**src/rtl/ibex_fetch_requester.sv**
```systemverilog
// ---------------------------------------------------------------------------
// ibex_fetch_requester
//
// Purpose:
//   Drives the instruction bus request channel (req/addr/gnt) and turns the
//   in-order response channel (rvalid/rdata/err) into pushes into the fetch
//   FIFO. Every granted request is remembered in a small queue together with
//   its full fetch address and the PCC check result captured at grant, so the
//   returned word can be tagged with per-halfword exceptions. Responses to
//   requests issued before a branch are dropped.
//
// Ports:
//   clk_i, rst_ni          clock, asynchronous active-low reset
//   req_i                  fetch enable
//   branch_i/branch_addr_i redirect pulse and target (bit 1 may be set)
//   pcc_exc_i              PCC check of instr_addr_o, [0]=low, [1]=high halfword
//   instr_req_o/addr_o     bus request and word-aligned address
//   instr_gnt_i            bus grant
//   instr_rvalid_i/rdata_i/err_i  in-order bus response
//   fifo_clear_o           FIFO flush (follows branch_i)
//   fifo_valid_o/addr_o/rdata_o/exc_o  FIFO push side
//   fifo_ready_i           FIFO has room for another outstanding word
//   busy_o                 request pending or responses outstanding
// ---------------------------------------------------------------------------
`ifndef EXCEPTION_SIZE
`define EXCEPTION_SIZE 4
`endif

module ibex_fetch_requester #(
   parameter int unsigned NumOutstanding = 2,
   parameter int unsigned BusErrBit      = 0
) (
   input  logic                             clk_i,
   input  logic                             rst_ni,
   input  logic                             req_i,
   input  logic                             branch_i,
   input  logic [31:0]                      branch_addr_i,
   input  logic [1:0][`EXCEPTION_SIZE-1:0]  pcc_exc_i,
   output logic                             instr_req_o,
   output logic [31:0]                      instr_addr_o,
   input  logic                             instr_gnt_i,
   input  logic                             instr_rvalid_i,
   input  logic [31:0]                      instr_rdata_i,
   input  logic                             instr_err_i,
   output logic                             fifo_clear_o,
   output logic                             fifo_valid_o,
   output logic [31:0]                      fifo_addr_o,
   output logic [31:0]                      fifo_rdata_o,
   output logic [1:0][`EXCEPTION_SIZE-1:0]  fifo_exc_o,
   input  logic                             fifo_ready_i,
   output logic                             busy_o
);

   localparam int unsigned ES = `EXCEPTION_SIZE;
   localparam int unsigned PW = (NumOutstanding > 1) ? $clog2(NumOutstanding) : 1;
   localparam int unsigned CW = $clog2(NumOutstanding + 1);
   localparam logic [CW-1:0] MAX_CNT  = CW'(NumOutstanding);
   localparam logic [PW-1:0] LAST_PTR = PW'(NumOutstanding - 1);

   localparam logic [0:0] IDLE     = 1'b0;
   localparam logic [0:0] REQ_PEND = 1'b1;

   logic [0:0]          r_state;
   logic [31:0]         r_fetch_addr;
   logic                r_branch_pend;
   logic [31:0]         r_branch_tgt;

   // Outstanding-request queue, one entry per granted-but-unanswered request.
   logic [31:0]         r_q_addr [NumOutstanding];
   logic [1:0][ES-1:0]  r_q_exc  [NumOutstanding];
   logic                r_q_disc [NumOutstanding];
   logic [PW-1:0]       r_wptr;
   logic [PW-1:0]       r_rptr;
   logic [CW-1:0]       r_cnt;

   logic                w_req_idle;
   logic                w_gnt;
   logic                w_pop;
   logic                w_push_disc;
   logic [ES-1:0]       w_err_vec;

   function automatic logic [PW-1:0] ptr_inc(input logic [PW-1:0] p);
      return (p == LAST_PTR) ? '0 : p + PW'(1);
   endfunction

   // A new request is never started in a branch cycle: the new fetch address
   // is only loaded at the end of it.
   assign w_req_idle  = req_i & ~branch_i & fifo_ready_i & (r_cnt < MAX_CNT);
   assign instr_req_o = (r_state == REQ_PEND) | w_req_idle;
   // fetch_addr only moves at grant or on a branch with no request pending,
   // so the address is stable for the whole life of a pending request.
   assign instr_addr_o = {r_fetch_addr[31:2], 2'b00};
   assign w_gnt        = instr_req_o & instr_gnt_i;
   assign w_pop        = instr_rvalid_i & (r_cnt != '0);
   // A request granted after (or in the same cycle as) a branch belongs to
   // the old stream.
   assign w_push_disc  = r_branch_pend | branch_i;

   always_comb begin
      w_err_vec            = '0;
      w_err_vec[BusErrBit] = instr_err_i;
   end

   assign fifo_clear_o    = branch_i;
   assign fifo_valid_o    = w_pop & ~r_q_disc[r_rptr] & ~branch_i;
   assign fifo_addr_o     = r_q_addr[r_rptr];
   assign fifo_rdata_o    = instr_rdata_i;
   assign fifo_exc_o[0]   = r_q_exc[r_rptr][0] | w_err_vec;
   assign fifo_exc_o[1]   = r_q_exc[r_rptr][1] | w_err_vec;
   assign busy_o          = (r_state == REQ_PEND) | (r_cnt != '0);

   // Request state, fetch address and pending branch target
   always_ff @(posedge clk_i or negedge rst_ni) begin
      if (!rst_ni) begin
         r_state       <= IDLE;
         r_fetch_addr  <= '0;
         r_branch_pend <= 1'b0;
         r_branch_tgt  <= '0;
      end else begin
         case (r_state)
            IDLE:     if (instr_req_o && !instr_gnt_i) r_state <= REQ_PEND;
            REQ_PEND: if (instr_gnt_i) r_state <= IDLE;
            default:  r_state <= IDLE;
         endcase

         if (w_gnt) begin
            if (branch_i) begin
               r_fetch_addr <= branch_addr_i;
            end else if (r_branch_pend) begin
               r_fetch_addr <= r_branch_tgt;
            end else begin
               r_fetch_addr <= r_fetch_addr + 32'd4;
            end
            r_branch_pend <= 1'b0;
         end else if (branch_i) begin
            if (r_state == REQ_PEND) begin
               // The address on the bus must not move; park the target.
               r_branch_pend <= 1'b1;
               r_branch_tgt  <= branch_addr_i;
            end else begin
               r_fetch_addr  <= branch_addr_i;
            end
         end
      end
   end

   // Outstanding queue: push at grant, pop at response
   always_ff @(posedge clk_i or negedge rst_ni) begin
      if (!rst_ni) begin
         r_wptr <= '0;
         r_rptr <= '0;
         r_cnt  <= '0;
         for (int i = 0; i < int'(NumOutstanding); i++) begin
            r_q_addr[i] <= '0;
            r_q_exc[i]  <= '0;
            r_q_disc[i] <= 1'b0;
         end
      end else begin
         if (branch_i) begin
            for (int i = 0; i < int'(NumOutstanding); i++) begin
               r_q_disc[i] <= 1'b1;
            end
         end
         if (w_gnt) begin
            r_q_addr[r_wptr] <= r_fetch_addr;
            r_q_exc[r_wptr]  <= pcc_exc_i;
            r_q_disc[r_wptr] <= w_push_disc;
            r_wptr           <= ptr_inc(r_wptr);
         end
         if (w_pop) begin
            r_rptr <= ptr_inc(r_rptr);
         end
         case ({w_gnt, w_pop})
            2'b10:   r_cnt <= r_cnt + CW'(1);
            2'b01:   r_cnt <= r_cnt - CW'(1);
            default: r_cnt <= r_cnt;
         endcase
      end
   end

`ifndef SYNTHESIS
   a_no_spurious_rvalid: assert property (@(posedge clk_i) disable iff (!rst_ni)
      !(instr_rvalid_i && (r_cnt == '0)));
   a_addr_stable: assert property (@(posedge clk_i) disable iff (!rst_ni)
      (instr_req_o && !instr_gnt_i) |=> $stable(instr_addr_o));
   a_cnt_bound: assert property (@(posedge clk_i) disable iff (!rst_ni)
      r_cnt <= MAX_CNT);
`endif

endmodule
```
**config.mk**
```make
export PLATFORM = sky130hd
export DESIGN_NAME = ibex_fetch_requester
export DESIGN_NICKNAME = d
export VERILOG_FILES = /design/src/rtl/ibex_fetch_requester.sv
export SDC_FILE = /design/constraint.sdc
export NUM_CORES = 1
export LEC_CHECK = 0
export CELL_PAD_IN_SITES_DETAIL_PLACEMENT = 0
export CELL_PAD_IN_SITES_GLOBAL_PLACEMENT = 1
export CORE_ASPECT_RATIO = 0.75
export CORE_MARGIN = 1.5
export CORE_UTILIZATION = 35
export CTS_CLUSTER_DIAMETER = 120
export DETAILED_ROUTE_END_ITERATION = 10
export PLACE_DENSITY = 0.77
export SLEW_MARGIN = 25
export SYNTH_ARGS = -nofsm -noshare
export SYNTH_HDL_FRONTEND = slang
export SYNTH_SLANG_ARGS = --single-unit
```
**constraint.sdc**
```tcl
create_clock -name clk_i -period 6.92 [get_ports clk_i]
set_clock_uncertainty 0.15 [all_clocks]
set_input_delay 1.038 -clock clk_i [delete_from_list [all_inputs] [get_ports clk_i]]
set_output_delay 1.038 -clock clk_i [all_outputs]
set_load 0.01 [all_outputs]
```
; ---- After elaboration in Yosys (flattened, before gate mapping)
; Index checks and enable logic that the tools add are counted.
[totals]
register_bits = 152
input_bits = 80
output_inout_bits = 108
[op_classes]
n_addsub = 5
n_lt_le_gt_ge = 4
n_eq_ne = 3
n_mux = 34
n_bitwise = 18
n_reduce_logical = 10
[ops]
columns = cell, count
row1 = 2-to-1 mux 32 bit, 9
row2 = bitwise mux 64 bit, 1
row3 = adder 32 x 3 -> 32 bit (second input constant), 1
row4 = demux 32 bit (select 1 bit), 1
row5 = 2-to-1 mux 8 bit, 4
row6 = bitwise mux 16 bit, 1
row7 = 2-to-1 mux 1 bit, 11
row8 = demux 8 bit (select 1 bit), 1
row9 = bitwise OR 4 x 1 -> 4 bit, 2
row10 = nonzero test 2 bit, 4
row11 = AND 1 bit, 7
row12 = >= comparator 2 bit (second input constant), 2
row13 = 2-to-1 mux 2 bit, 2
row14 = NOT 1 bit, 4
row15 = NOT 1 -> 2 bit, 2
row16 = case mux 2 bit (2 select lines), 1
row17 = AND reduction 2 bit, 2
row18 = bitwise OR 1 bit, 3
row19 = AND reduction 3 bit, 1
row20 = adder 1 bit (second input constant), 2
row21 = adder 2 x 1 -> 2 bit (second input constant), 1
row22 = bitwise mux 2 bit, 1
row23 = equality test 2 x 1 -> 1 bit (second input constant), 1
row24 = equality test 2 bit (second input constant), 1
row25 = 8 further kinds, 9

; ---- Depth between registers and ports, before layout
[depth]
ltp_word = 8
depth_mapped = 8

; ---- Least setup slack after synthesis
; No wires, ideal clock.
[synth_path]
path_kind = input to output
startpoint = input port branch_i
endpoint = output port fifo_valid_o
t_arrival_ns = 1.976
setup_slack_ns = 3.756
path_stages = 3
path_cell_list = buf_2 -> clkbuf_1 -> a2111oi_0
[synth_between]
elab_chain_cells = 2
[synth_lines]
columns = item, line
row1 = start: declaration, 36  ; input logic branch_i,
row2 = NOT 1 bit, 105  ; assign fifo_valid_o = w_pop & ~r_q_disc[r_rptr] & ~branch_i;
row3 = AND 1 bit, 105
row4 = end: declaration, 46  ; output logic fifo_valid_o,
; Every way passes these cells.

; ---- Worst setup path in the final report
; Same ends and word-level chain as after synthesis.

==> results.md <==
* Outcome: finished clean
* R2R Setup Slk at 4.06 ns
* Buffers plus inverters on the worst setup path at 4
* Std-Cell Rows at between 40 and 50
* Gates resized, CTS repair at 0
* Count of final max-slew check failures at 0
* Startpoint-to-endpoint class of the critical path: primary input to primary output
* Detailed-routing iteration count for the pre-antenna-repair pass at 5
* Int Pwr at 2580 uW
* Net switching power figure at 1190 uW
* Worst hold path stage count at 2
* Antenna diode count at 0
* Reg-to-reg critical path startpoint: r_fetch_addr[2]$_DFFE_PN0P_
* R2r endpoint: r_fetch_addr[24]$_DFFE_PN0P_
* Number of buffers on the longest clock path at 2
* Dominant cells by area after synthesis: dfrtp_1, mux2_2, buf_4
* Global-route wire length before repair at slightly above 30000 um
* Fin Setup TNS at 0 ns
* Top cell type by total area after synthesis: dfrtp_1
* Transition time at the pin with the least slew margin at between 0.9 and 1 ns
* Worst IR Drop VDD at ~210 uV
* Root buffer cell: clkbuf_16
* Aggregate global-route resource usage at 0.174
* Top-area cell type share of the netlist area at 0.483
* Slowest stage delay, CP at 0.80 ns
* Boundary Pins at approximately 190
* Combinational power share at 0.366
* Gate count after technology mapping at a little under 700
* Critical-path cell with the highest stage delay: clkdlybuf4s50_1
* Power share of the sequential group at 0.398
* Mean area per synthesized cell at about 11 um^2
* Number of I/O port buffers at ~120
* Fmax achieved at 0.215 GHz
* H-tree depth at 4
* Total power divided by cell area at around 400 nW/um^2
* End-of-flow core utilization at 0.429
* Number of global-route vias before repair at about 5300
* Largest net degree at the start of global routing at between 90 and 100
* Clock Power Share at 0.236
* Capture endpoint of the worst hold path: r_q_addr[30]$_DFFE_PN0P_
* Number of standard cells in the final layout excluding fillers at between 1000 and 1500
* Max cap viols at 0
* Instance count after placement with tap cells included at roughly 1000
* Portion of the clock cycle consumed by the worst path in the final layout at 0.671
* Initial DRC count at between 300 and 400
* Vias per cell at ~5.2
* Width of the die at 176 um
* Synth unique cells at 54
* Register bit count reported by yosys at between 150 and 200
* Worst rel slew slack at 0.352
* GRT overflow at 0
* Kind of end point of the critical path: primary output
* R2R cell count at 6
* Setup Fix Bufs, Post-CTS at 0
* Layer with the highest usage after global routing: met1
* Detailed-placement wirelength estimate at roughly 13000 um
* Die area at between 20000 and 25000 um^2
* Tot Pwr at roughly 3800 uW
* Post-CTS clock slew at the launch and capture registers of the worst setup and hold paths at around 0.06 ns
* Area growth from synthesis to final layout at 20.1%
* Detailed Route WL at 19500 um
* Asr flop ratio synth at 1.00
* RD Place Congestion at between 0.7 and 0.8
* Detail Route Antenna Nets at 0
* DRC violations left at 0
* RSZ-0062 raised after global routing: false
* Mean routed wirelength per cell at 18.6 um
* Top Family by Delay on Critical Path: buffers and inverters
* Switch share at 0.316
* CTS tree: yes
* Met2 demand-to-capacity share in global routing at 0.243
* Y dimension of the die at 133 um
* Number of warnings reported in the yosys synthesis log at 0
* Total setup violations reported at the end of the flow at 0
* Later-pin clock latency in the skew report at between 0.4 and 0.5 ns
* Endpoint arrival time on the critical path at ~3.5 ns
* Endpoints failing hold at 0
* M1 GR Usage at 0.266
* Starting density of the core at 0.357
* CTS hold repair buffers at 0
* Cell-by-cell trace of the critical path: clkdlybuf4s50_1 -> buf_4 -> a2111oi_1 -> buf_4 -> clkdlybuf4s50_1
* Worst min-delay path category: register to register
* Total clock buffers created by CTS at 17
* Via count at 5455
* Count of flip-flops with a built-in enable after synthesis at 0
* Proportion of layout cells with a drive suffix above 1 at 0.280
* Clk sinks at between 150 and 200
* Cell area after technology mapping at 7870 um^2
* Total core area at about 22000 um^2
* Static power due to leakage at about 0.0040 uW
* Largest fanout on the critical path at 20
* Number of antenna violations at the first check in global routing at 0
* Min cycle time layout at roughly 4.6 ns
* Number of nets in the finished design at slightly above 800
* Startpoint of the most critical hold path: r_q_addr[30]$_DFFE_PN0P_
* Global routing met3 resource utilization at 0.0480
* Fraction of the yosys area taken by sequential cells at 0.483
* Required time of the critical path at between 5 and 6 ns
* Most used DFF post-synth: dfrtp_1
* Worst setup SP type: primary input
==> flip-flops by register name, indices dropped and copies added (netlist names) <==
name / cells
r_rptr: 1
r_branch_tgt: 32
r_branch_pend: 1
r_cnt: 2
r_fetch_addr: 32
r_state: 1
r_q_exc: 16
r_q_disc: 2
r_wptr: 1
r_q_addr: 64
==> cell families (layout without fill, tap and decap cells) <==
kind of cell    count (synthesis)  count (layout)  share of synthesized area
compound gates                126             126                     0.0977
xor+xnor                       16              16                     0.0178
fa+ha+maj                       2               2                    0.00318
buf+inv                       115             173                     0.0880
flops                         152             152                      0.483
mux                           152             152                      0.217
other cells                     1               2                   0.000476
simple gates                  131             131                     0.0927
==> power by group through the flow <==
stage	Combinational, uW	Clock (uW)	Sequential (uW)
floorplan	938	0	1390
global route	1490	955	1550
finish	1380	889	1500
detailed placement	1390	0	1520
global placement	1370	0	1500
CTS	1400	910	1500
==> layer usage <==
layer	vias to the layer above	wire length [um]
li1	2537	-
met1	2753	10100
met2	158	8210
met3	7	1130
met4	0	78
met5	-	0
==> metrics by stage <==
| stage | instance area, um^2 | setup WS, ns | hold WS [ns] |
|---|---|---|---|
| after global routing | 9460 | 2.26 | 0.360 |
| final | 9460 | 2.27 | 0.324 |
| after detailed placement | 8890 | 2.35 | 0.314 |
| after floorplan | 7880 | 3.76 | 0.294 |
| after CTS | 9460 | 2.34 | 0.329 |
| after global placement | 8890 | 2.32 | 0.305 |
==> layout make-up <==
| class | count | area (um^2) |
|---|---|---|
| clock buffers | 21 | 460 |
| clock inverters | 11 | 100 |
| fillers | 2123 | 12600 |
| inverters | 7 | 26.3 |
| multi-input cells | 429 | 3390 |
| flip-flops and latches | 152 | 3800 |
| well taps | 294 | 368 |
| repair buffers | 134 | 1310 |
==> synthesized netlist by cell type (all sizes together) (2+ instances only) <==
cell type and n:
o21ai 41, dfrtp 152, a221o 5, clkbuf 24, xor2 6, o22ai 6
a31oi 5, a21o 2, nor2b 3, nor3 10, and4 3, nand3 12
a21boi 3, nand2 23, a2bb2oi 2, mux2 149, and3 14, nor4 5
a211oi 2, buf 84, mux2i 3, nor2 29, o211ai 7, a22o 2
a21oi 37, nand4 16, a211o 2, xnor2 10, ha 2, or3 3
a31o 5, o21a 3, inv 7, and2 5
==> tightest hold or removal path: stages (launching register included) <==
cell and delay [ns]:
dfrtp_1 0.34, nand2_1 0.05, o21ai_0 0.06
==> cells in the final DEF (no fill, tap or decap), drive strengths merged, types with 6 or more instances in the layout <==
cell and instances:
nand3 12, xnor2 10, nor2 29, o211ai 7
a21oi 37, nand4 16, xor2 6, o21ai 41
nand2 23, o22ai 6, clkbuf 21, nor3 10
and3 14, clkdlybuf4s50 120, buf 14, inv 7
dfrtp 152, mux2 149
==> worst max path at each step <==
stage	start	endpoint	slack [ns]	depth (start not counted)
after floorplan	branch_i	fifo_valid_o	3.76	3
after global placement	branch_i	fifo_valid_o	2.32	5
after detailed placement	branch_i	fifo_valid_o	2.35	5
after CTS	branch_i	fifo_valid_o	2.34	5
after global routing	branch_i	fifo_valid_o	2.26	5
final	branch_i	fifo_valid_o	2.27	5
Power figures use the tool's default switching activity.
